==> config.mk <==
export PLATFORM = sky130hd
export DESIGN_NAME = lsu_perf_event_counter_flat
export DESIGN_NICKNAME = d
export VERILOG_FILES = /design/src/rtl/lsu_perf_event_counter_if.sv /design/src/rtl/lsu_perf_event_counter.sv /design/src/flat_wrapper.sv
export SDC_FILE = /design/constraint.sdc
export NUM_CORES = 1
export LEC_CHECK = 0
export CAP_MARGIN = 20
export CORE_ASPECT_RATIO = 1.75
export CORE_MARGIN = 1
export CORE_UTILIZATION = 30
export DETAILED_ROUTE_END_ITERATION = 6
export SLEW_MARGIN = 40
export SYNTH_ARGS = -nofsm -noshare
export SYNTH_HDL_FRONTEND = slang
export SYNTH_SLANG_ARGS = --single-unit
==> constraint.sdc <==
create_clock -name clk -period 32.9 [get_ports clk]
set_input_delay 4.935 -clock clk [delete_from_list [all_inputs] [get_ports clk]]
set_output_delay 4.935 -clock clk [all_outputs]
set_load 0.02 [all_outputs]
==> src/rtl/lsu_perf_event_counter_if.sv <==
// LSU perf-counter bus: event strobes and controls in, coherent snapshot out.
// The master modport is the counter block, the slave modport is the event source/monitor side.
interface lsu_perf_event_counter_if #(
  parameter int LD_PORTS = 2,
  parameter int ST_PORTS = 1,
  parameter int CNT_W    = 32
);

  typedef struct packed {
    logic [CNT_W-1:0] total_loads;
    logic [CNT_W-1:0] total_stores;
    logic [CNT_W-1:0] forwarded_loads;
    logic [CNT_W-1:0] violated_loads;
    logic [CNT_W-1:0] bloom_filter_hits;
    logic [CNT_W-1:0] store_set_predictions;
    logic [CNT_W-1:0] false_positives;
    logic [CNT_W-1:0] false_negatives;
  } perf_counters_t;

  logic                          count_en;
  logic [$clog2(LD_PORTS+1)-1:0] ld_issue;
  logic [$clog2(ST_PORTS+1)-1:0] st_issue;
  logic [$clog2(LD_PORTS+1)-1:0] ld_fwd;
  logic                          ld_violation;
  logic                          bloom_hit;
  logic                          ss_pred;
  logic                          ss_false_pos;
  logic                          ss_false_neg;
  logic                          clear_counters;
  logic                          snap_req;
  logic                          snap_valid;
  logic                          snap_ack;
  perf_counters_t                counters_out;
  logic [7:0]                    sat_flags;

  modport master (
    input  count_en, ld_issue, st_issue, ld_fwd, ld_violation, bloom_hit,
           ss_pred, ss_false_pos, ss_false_neg, clear_counters, snap_req, snap_ack,
    output snap_valid, counters_out, sat_flags
  );

  modport slave (
    output count_en, ld_issue, st_issue, ld_fwd, ld_violation, bloom_hit,
           ss_pred, ss_false_pos, ss_false_neg, clear_counters, snap_req, snap_ack,
    input  snap_valid, counters_out, sat_flags
  );

endinterface

==> src/rtl/lsu_perf_event_counter.sv <==
// Saturating LSU/disambiguation event counters with a two-state snapshot handshake.
// Snapshot appears one cycle after snap_req and holds until snap_ack; counting never stalls.
module lsu_perf_event_counter #(
  parameter int LD_PORTS = 2,
  parameter int ST_PORTS = 1,
  parameter int CNT_W    = 32
) (
  input  logic                     clk,
  input  logic                     rst,
  lsu_perf_event_counter_if.master bus
);

  localparam int LD_W    = $clog2(LD_PORTS + 1);
  localparam int ST_W    = $clog2(ST_PORTS + 1);
  localparam int NUM_CNT = 8;

  typedef enum logic {
    IDLE  = 1'b0,
    VALID = 1'b1
  } snap_state_t;

  logic [LD_W-1:0] ld_issue;
  logic [ST_W-1:0] st_issue;
  logic [LD_W-1:0] ld_fwd;

  logic [CNT_W-1:0]         evt      [NUM_CNT];
  logic [CNT_W-1:0]         live     [NUM_CNT];
  logic [CNT_W-1:0]         live_nxt [NUM_CNT];
  logic [NUM_CNT-1:0]       ovf;
  logic [NUM_CNT-1:0]       sat_q;
  logic [NUM_CNT*CNT_W-1:0] live_flat;
  logic [NUM_CNT*CNT_W-1:0] snap_q;
  logic                     snap_vld_q;
  snap_state_t              state;

  assign ld_issue = bus.ld_issue;
  assign st_issue = bus.st_issue;
  assign ld_fwd   = bus.ld_fwd;

  // Event slots follow the perf_counters_t field order.
  always_comb begin
    evt[0] = CNT_W'(ld_issue);
    evt[1] = CNT_W'(st_issue);
    evt[2] = CNT_W'(ld_fwd);
    evt[3] = CNT_W'(bus.ld_violation);
    evt[4] = CNT_W'(bus.bloom_hit);
    evt[5] = CNT_W'(bus.ss_pred);
    evt[6] = CNT_W'(bus.ss_false_pos);
    evt[7] = CNT_W'(bus.ss_false_neg);
  end

  always_comb begin
    ovf = '0;
    for (int i = 0; i < NUM_CNT; i++) begin
      live_nxt[i] = '0;
      {ovf[i], live_nxt[i]} = {1'b0, live[i]} + {1'b0, evt[i]};
      if (ovf[i]) begin
        live_nxt[i] = '1;
      end
    end
  end

  // Field 0 lands in the most significant slice, matching the struct layout.
  always_comb begin
    live_flat = '0;
    for (int i = 0; i < NUM_CNT; i++) begin
      live_flat[(NUM_CNT-1-i)*CNT_W +: CNT_W] = live[i];
    end
  end

  always_ff @(posedge clk or posedge rst) begin
    if (rst) begin
      for (int i = 0; i < NUM_CNT; i++) begin
        live[i] <= '0;
      end
      sat_q <= '0;
    end else if (bus.clear_counters) begin
      for (int i = 0; i < NUM_CNT; i++) begin
        live[i] <= '0;
      end
      sat_q <= '0;
    end else if (bus.count_en) begin
      for (int i = 0; i < NUM_CNT; i++) begin
        live[i] <= live_nxt[i];
        if (ovf[i]) begin
          sat_q[i] <= 1'b1;
        end
      end
    end
  end

  // Capture uses the register values of the request cycle, ahead of any update or clear.
  always_ff @(posedge clk or posedge rst) begin
    if (rst) begin
      state      <= IDLE;
      snap_vld_q <= 1'b0;
      snap_q     <= '0;
    end else begin
      case (state)
        IDLE: begin
          if (bus.snap_req) begin
            snap_q     <= live_flat;
            snap_vld_q <= 1'b1;
            state      <= VALID;
          end
        end
        VALID: begin
          if (bus.snap_ack) begin
            snap_vld_q <= 1'b0;
            state      <= IDLE;
          end
        end
        default: begin
          snap_vld_q <= 1'b0;
          state      <= IDLE;
        end
      endcase
    end
  end

  assign bus.snap_valid   = snap_vld_q;
  assign bus.counters_out = snap_q;
  assign bus.sat_flags    = sat_q;

endmodule

==> src/flat_wrapper.sv <==
// flat-port wrapper written by rule: the top's interface ports become plain ports
module lsu_perf_event_counter_flat 
#(
  parameter int LD_PORTS = 2,
  parameter int ST_PORTS = 1,
  parameter int CNT_W    = 32
)
  (clk, rst, bus_count_en, bus_ld_issue, bus_st_issue, bus_ld_fwd, bus_ld_violation, bus_bloom_hit, bus_ss_pred, bus_ss_false_pos, bus_ss_false_neg, bus_clear_counters, bus_snap_req, bus_snap_ack, bus_snap_valid, bus_counters_out, bus_sat_flags);
  lsu_perf_event_counter_if #(.LD_PORTS(LD_PORTS), .ST_PORTS(ST_PORTS), .CNT_W(CNT_W)) bus_i ();
  input  logic clk;
  input  logic rst;
  input wire logic [$bits(bus_i.count_en)-1:0] bus_count_en;
  input wire logic [$bits(bus_i.ld_issue)-1:0] bus_ld_issue;
  input wire logic [$bits(bus_i.st_issue)-1:0] bus_st_issue;
  input wire logic [$bits(bus_i.ld_fwd)-1:0] bus_ld_fwd;
  input wire logic [$bits(bus_i.ld_violation)-1:0] bus_ld_violation;
  input wire logic [$bits(bus_i.bloom_hit)-1:0] bus_bloom_hit;
  input wire logic [$bits(bus_i.ss_pred)-1:0] bus_ss_pred;
  input wire logic [$bits(bus_i.ss_false_pos)-1:0] bus_ss_false_pos;
  input wire logic [$bits(bus_i.ss_false_neg)-1:0] bus_ss_false_neg;
  input wire logic [$bits(bus_i.clear_counters)-1:0] bus_clear_counters;
  input wire logic [$bits(bus_i.snap_req)-1:0] bus_snap_req;
  input wire logic [$bits(bus_i.snap_ack)-1:0] bus_snap_ack;
  output wire logic [$bits(bus_i.snap_valid)-1:0] bus_snap_valid;
  output wire logic [$bits(bus_i.counters_out)-1:0] bus_counters_out;
  output wire logic [$bits(bus_i.sat_flags)-1:0] bus_sat_flags;
  assign bus_i.count_en = bus_count_en;
  assign bus_i.ld_issue = bus_ld_issue;
  assign bus_i.st_issue = bus_st_issue;
  assign bus_i.ld_fwd = bus_ld_fwd;
  assign bus_i.ld_violation = bus_ld_violation;
  assign bus_i.bloom_hit = bus_bloom_hit;
  assign bus_i.ss_pred = bus_ss_pred;
  assign bus_i.ss_false_pos = bus_ss_false_pos;
  assign bus_i.ss_false_neg = bus_ss_false_neg;
  assign bus_i.clear_counters = bus_clear_counters;
  assign bus_i.snap_req = bus_snap_req;
  assign bus_i.snap_ack = bus_snap_ack;
  assign bus_snap_valid = bus_i.snap_valid;
  assign bus_counters_out = bus_i.counters_out;
  assign bus_sat_flags = bus_i.sat_flags;
  lsu_perf_event_counter #(.LD_PORTS(LD_PORTS), .ST_PORTS(ST_PORTS), .CNT_W(CNT_W)) u_core (.clk(clk), .rst(rst), .bus(bus_i));
endmodule
==> summary.md <==
| Metric | Value |
|---|---|
| Outcome | `finished, final reports clean` |
| Row cnt | `137` |
| Crit Reg-Reg Endpoint | `u_core.live[43]` |
| Post-synthesis compound-gate area fraction | `12.0%` |
| WL per Instance | `19.4 um` |
| Worst path slowest cell | `or4_1` |
| Syn_area_per_cell | `10.9 um2` |
| Max-slew headroom | `37.1%` |
| Power per cell area | `44.6 nW/um2` |
| Hold Path Origin | `u_core.state` |
| Post-Synth Simple-Gate Area | `18.3%` |
| Die area | `81400 um2` |
| Tcrit/Tclk final | `22.5%` |
| Syn Inst Count | `2209` |
| H-Tree Depth | `2` |
| FF+latch area | `13100 um2` |
| Post-route ant nets | `0` |
| Top FF cell, synth | `dfrtp_1` |
| Worst R2R Start | `u_core.live[32]` |
| Final worst slack | `25480 ps` |
| Initial DRT Pass Iterations | `7` |
| Mapped Nets | `2243` |
| Final hold violations | `0` |
| Area of the multi-input gates | `10400 um2` |
| GRT Total Usage | `16.6%` |
| Final Skew | `22.1 ps` |
| GR Overflow Total | `0` |
| Total core area | `79500 um2` |
| Final layout net count | `2475` |
| Die height | `377 um` |
| HPWL Detailed | `47.0 mm` |
| Hold path cells | `1` |
| Number of enable flip-flop cells after synthesis | `0` |
| Final Setup Violations | `0` |
| Num CTS Buffers | `51` |
| DRC Markers | `0` |
| Leakage | `12.6 nW` |
| VDD IR max | `0.0324 mV` |
| Ys async rst share | `100%` |
| Clock Pin Slew Worst Setup and Hold Paths | `60 ps` |
| Fin util | `37.3%` |
| WP buf/inv | `1` |
| Die X-Extent | `216 um` |
| Clock Latency Late Sink | `610 ps` |
| Initial antenna violation count | `1` |
| Placed instance area | `27900 um2` |
| Drt total wl | `68.4 mm` |
| Combinational family with the most area after synthesis | `simple AND/OR/NAND/NOR gates` |
| Hold Path Sink | `u_core.bus.snap_valid` |
| TritonCTS clock tree | `done` |
| Setup TNS | `0 ps` |
| Cts hold-fix bufs | `0` |
| Crit path cell chain | `clkdlybuf4s50_1, ha_1, ha_1, nand4_1, or4_1, nor3_2, o21ai_0, a221oi_1` |
| Diodes inserted | `0` |
| Worst r2r path cells | `7` |
| Post-CTS Setup Bufs | `0` |
| CTS max path bufs | `3` |
| Io pins | `281` |
| Cell area after layout | `29700 um2` |
| Placer Congestion | `0.869` |
| CTS resizes | `0` |
| Share of cells above drive strength 1 | `14.6%` |
| CP peak stage delay | `740 ps` |
| Max_cap viols | `0` |
| Vias | `19100` |
| Initial Util | `30.3%` |
| Critical Path RT | `33380 ps` |
| Hold Worst Slack | `458 ps` |
| Post-layout min period | `7420 ps` |
| CP Max Fanout | `13` |
| Crit start category | `input pin` |
| Initial DRC count | `1334` |
| Worst Tran Pin Value | `935 ps` |
| Vias per cell | `5.43` |
| Synth Register Bits | `522` |
| Critical path class | `in -> reg` |
| Top delay family on crit path | `simple AND/OR/NAND/NOR gates` |
| Critical path endpoint category | `flop` |
| Fmax | `135 MHz` |
| TritonCTS Sinks | `522` |
| Fill count | `7907` |
| Synth Cell Area | `24100 um2` |
| DP Worst Slack | `24320 ps` |
| Top cell by count, worst path | `ha_1` |
| Post-synthesis mux area share | `10.7%` |
| Port-buffer cells | `280` |
| Xor-xnor portion of the synthesized cell area | `0.983%` |
| Register area share after synthesis | `54.3%` |
| Pin count of the biggest net entering global routing | `157` |
| Hold/Removal Path Class | `reg -> reg` |
| Post-route insts no fill | `3519` |
| Arr. time, crit path | `7900 ps` |
| Tot Pwr | `1.32 mW` |
| Placed cells | `3429` |
| Ys Warns | `0` |
| Root Buffer | `clkbuf_16` |
| Area grow syn2layout | `23.3%` |
| Global-route wire length before repair | `109 mm` |
| Post-Synth Adder-Cell Area | `0.998%` |
| Vias in the first global route | `19600` |
| FF-to-FF setup slack | `29940 ps` |
| Count of cell types in the netlist | `65` |
| Slew Limit Fails | `0` |
| RSZ-0062 raised after global routing | `no` |
-- synth_stat cells, drive strengths merged (7+ instances only) --
master / count / area share, %
a21oi: 84 / 1.7
nor2: 182 / 2.8
o21ai: 104 / 2.2
and3: 63 / 1.6
and2: 28 / 0.73
a41oi: 16 / 0.58
ha: 16 / 0.83
o21a: 15 / 0.47
a211oi: 49 / 1.5
nand4: 72 / 1.9
a31oi: 62 / 1.6
buf: 22 / 0.44
inv: 48 / 0.75
dfrtp: 522 / 54
mux2: 223 / 10
nor2b: 7 / 0.18
xnor2: 20 / 0.73
or4: 9 / 0.30
nand3: 81 / 1.7
nor4: 58 / 1.7
nor3: 103 / 2.2
a41o: 9 / 0.37
xor2: 7 / 0.25
o211a: 7 / 0.29
clkbuf: 99 / 1.6
or3: 11 / 0.29
and4: 60 / 2.2
nand2: 105 / 1.6
a311oi: 38 / 1.4
-- worst max path at each step --
stage                     start                            to  slack [ps]  depth (start not counted)
2_1_floorplan               rst    u_core.bus.counters_out[0]       13380                          1
3_3_place_gp                rst              u_core.live[118]       24180                          5
3_5_place_dp                rst  u_core.bus.counters_out[157]       24320                          6
4_1_cts                     rst  u_core.bus.counters_out[157]       25000                          6
5_1_grt         bus_ld_issue[0]              u_core.live[226]       25310                         10
6_report       bus_ss_false_pos               u_core.live[43]       25480                          8
-- kinds of logic (layout without fill, tap and decap cells) --
| kind of cell | count (synthesis) | in the layout |
|---|---|---|
| simple gates | 809 | 809 |
| flops | 522 | 522 |
| compound gates | 434 | 434 |
| mux | 229 | 229 |
| buf+inv | 170 | 438 |
| xor+xnor | 27 | 27 |
| fa+ha+maj | 18 | 18 |
-- routing by layer --
metal	GRT usage, %	vias to the layer above	part of all wire [%]
met5	0	-	0
met4	6.82	0	3.5
met3	3.80	140	6.3
met2	28.9	654	50
met1	19.5	9529	40
li1	-	8779	-
-- where the power goes --
| part | internal, mW | switching, mW | total (mW) |
|---|---|---|---|
| registers | 0.648 | 0.00514 | 0.653 |
| logic | 0.0275 | 0.0529 | 0.0804 |
| clock network | 0.328 | 0.261 | 0.589 |
| total | 1.00 | 0.319 | 1.32 |
-- sequential cells by signal, indices dropped and copies added (netlist names) --
register / flops
u_core.bus.counters_out: 256
u_core.bus.sat_flags: 8
u_core.bus.snap_valid: 1
u_core.live: 256
u_core.state: 1
-- worst register-to-register path: cells and delay by family, from the launching register on --
family / cells / cell delay [ps]
and+or+nand+nor: 3 / 1460
adders and majority gates: 2 / 480
DFF: 1 / 370
AOI/OAI and AO/OA: 2 / 540
-- layout make-up --
| type | instances | area share [%] |
|---|---|---|
| timing repair buffer | 300 | 10.2 |
| sequential | 522 | 44.0 |
| clock inverter | 21 | 0.805 |
| tap | 1042 | 4.39 |
| inverter | 49 | 0.671 |
| clock buffer | 68 | 4.79 |
| multi-input combinational | 1517 | 35.1 |
-- cell usage in the layout (no fill, tap or decap), types with 11 or more instances in the layout --
cell type	instances
nor2_1	182
mux2_2	223
a311oi_1	38
xnor2_1	20
and3_1	63
inv_1	46
o21ai_0	104
clkbuf_16	51
or3_1	11
ha_1	16
nor3_1	99
nand3_1	81
nand2_1	103
dfrtp_1	522
clkdlybuf4s50_1	278
and4_1	60
nor4_1	49
a21oi_1	84
a211oi_1	49
o21a_1	15
a31oi_1	61
a41oi_1	16
nand4_1	71
and2_1	28
Power figures use the tool's default switching activity.
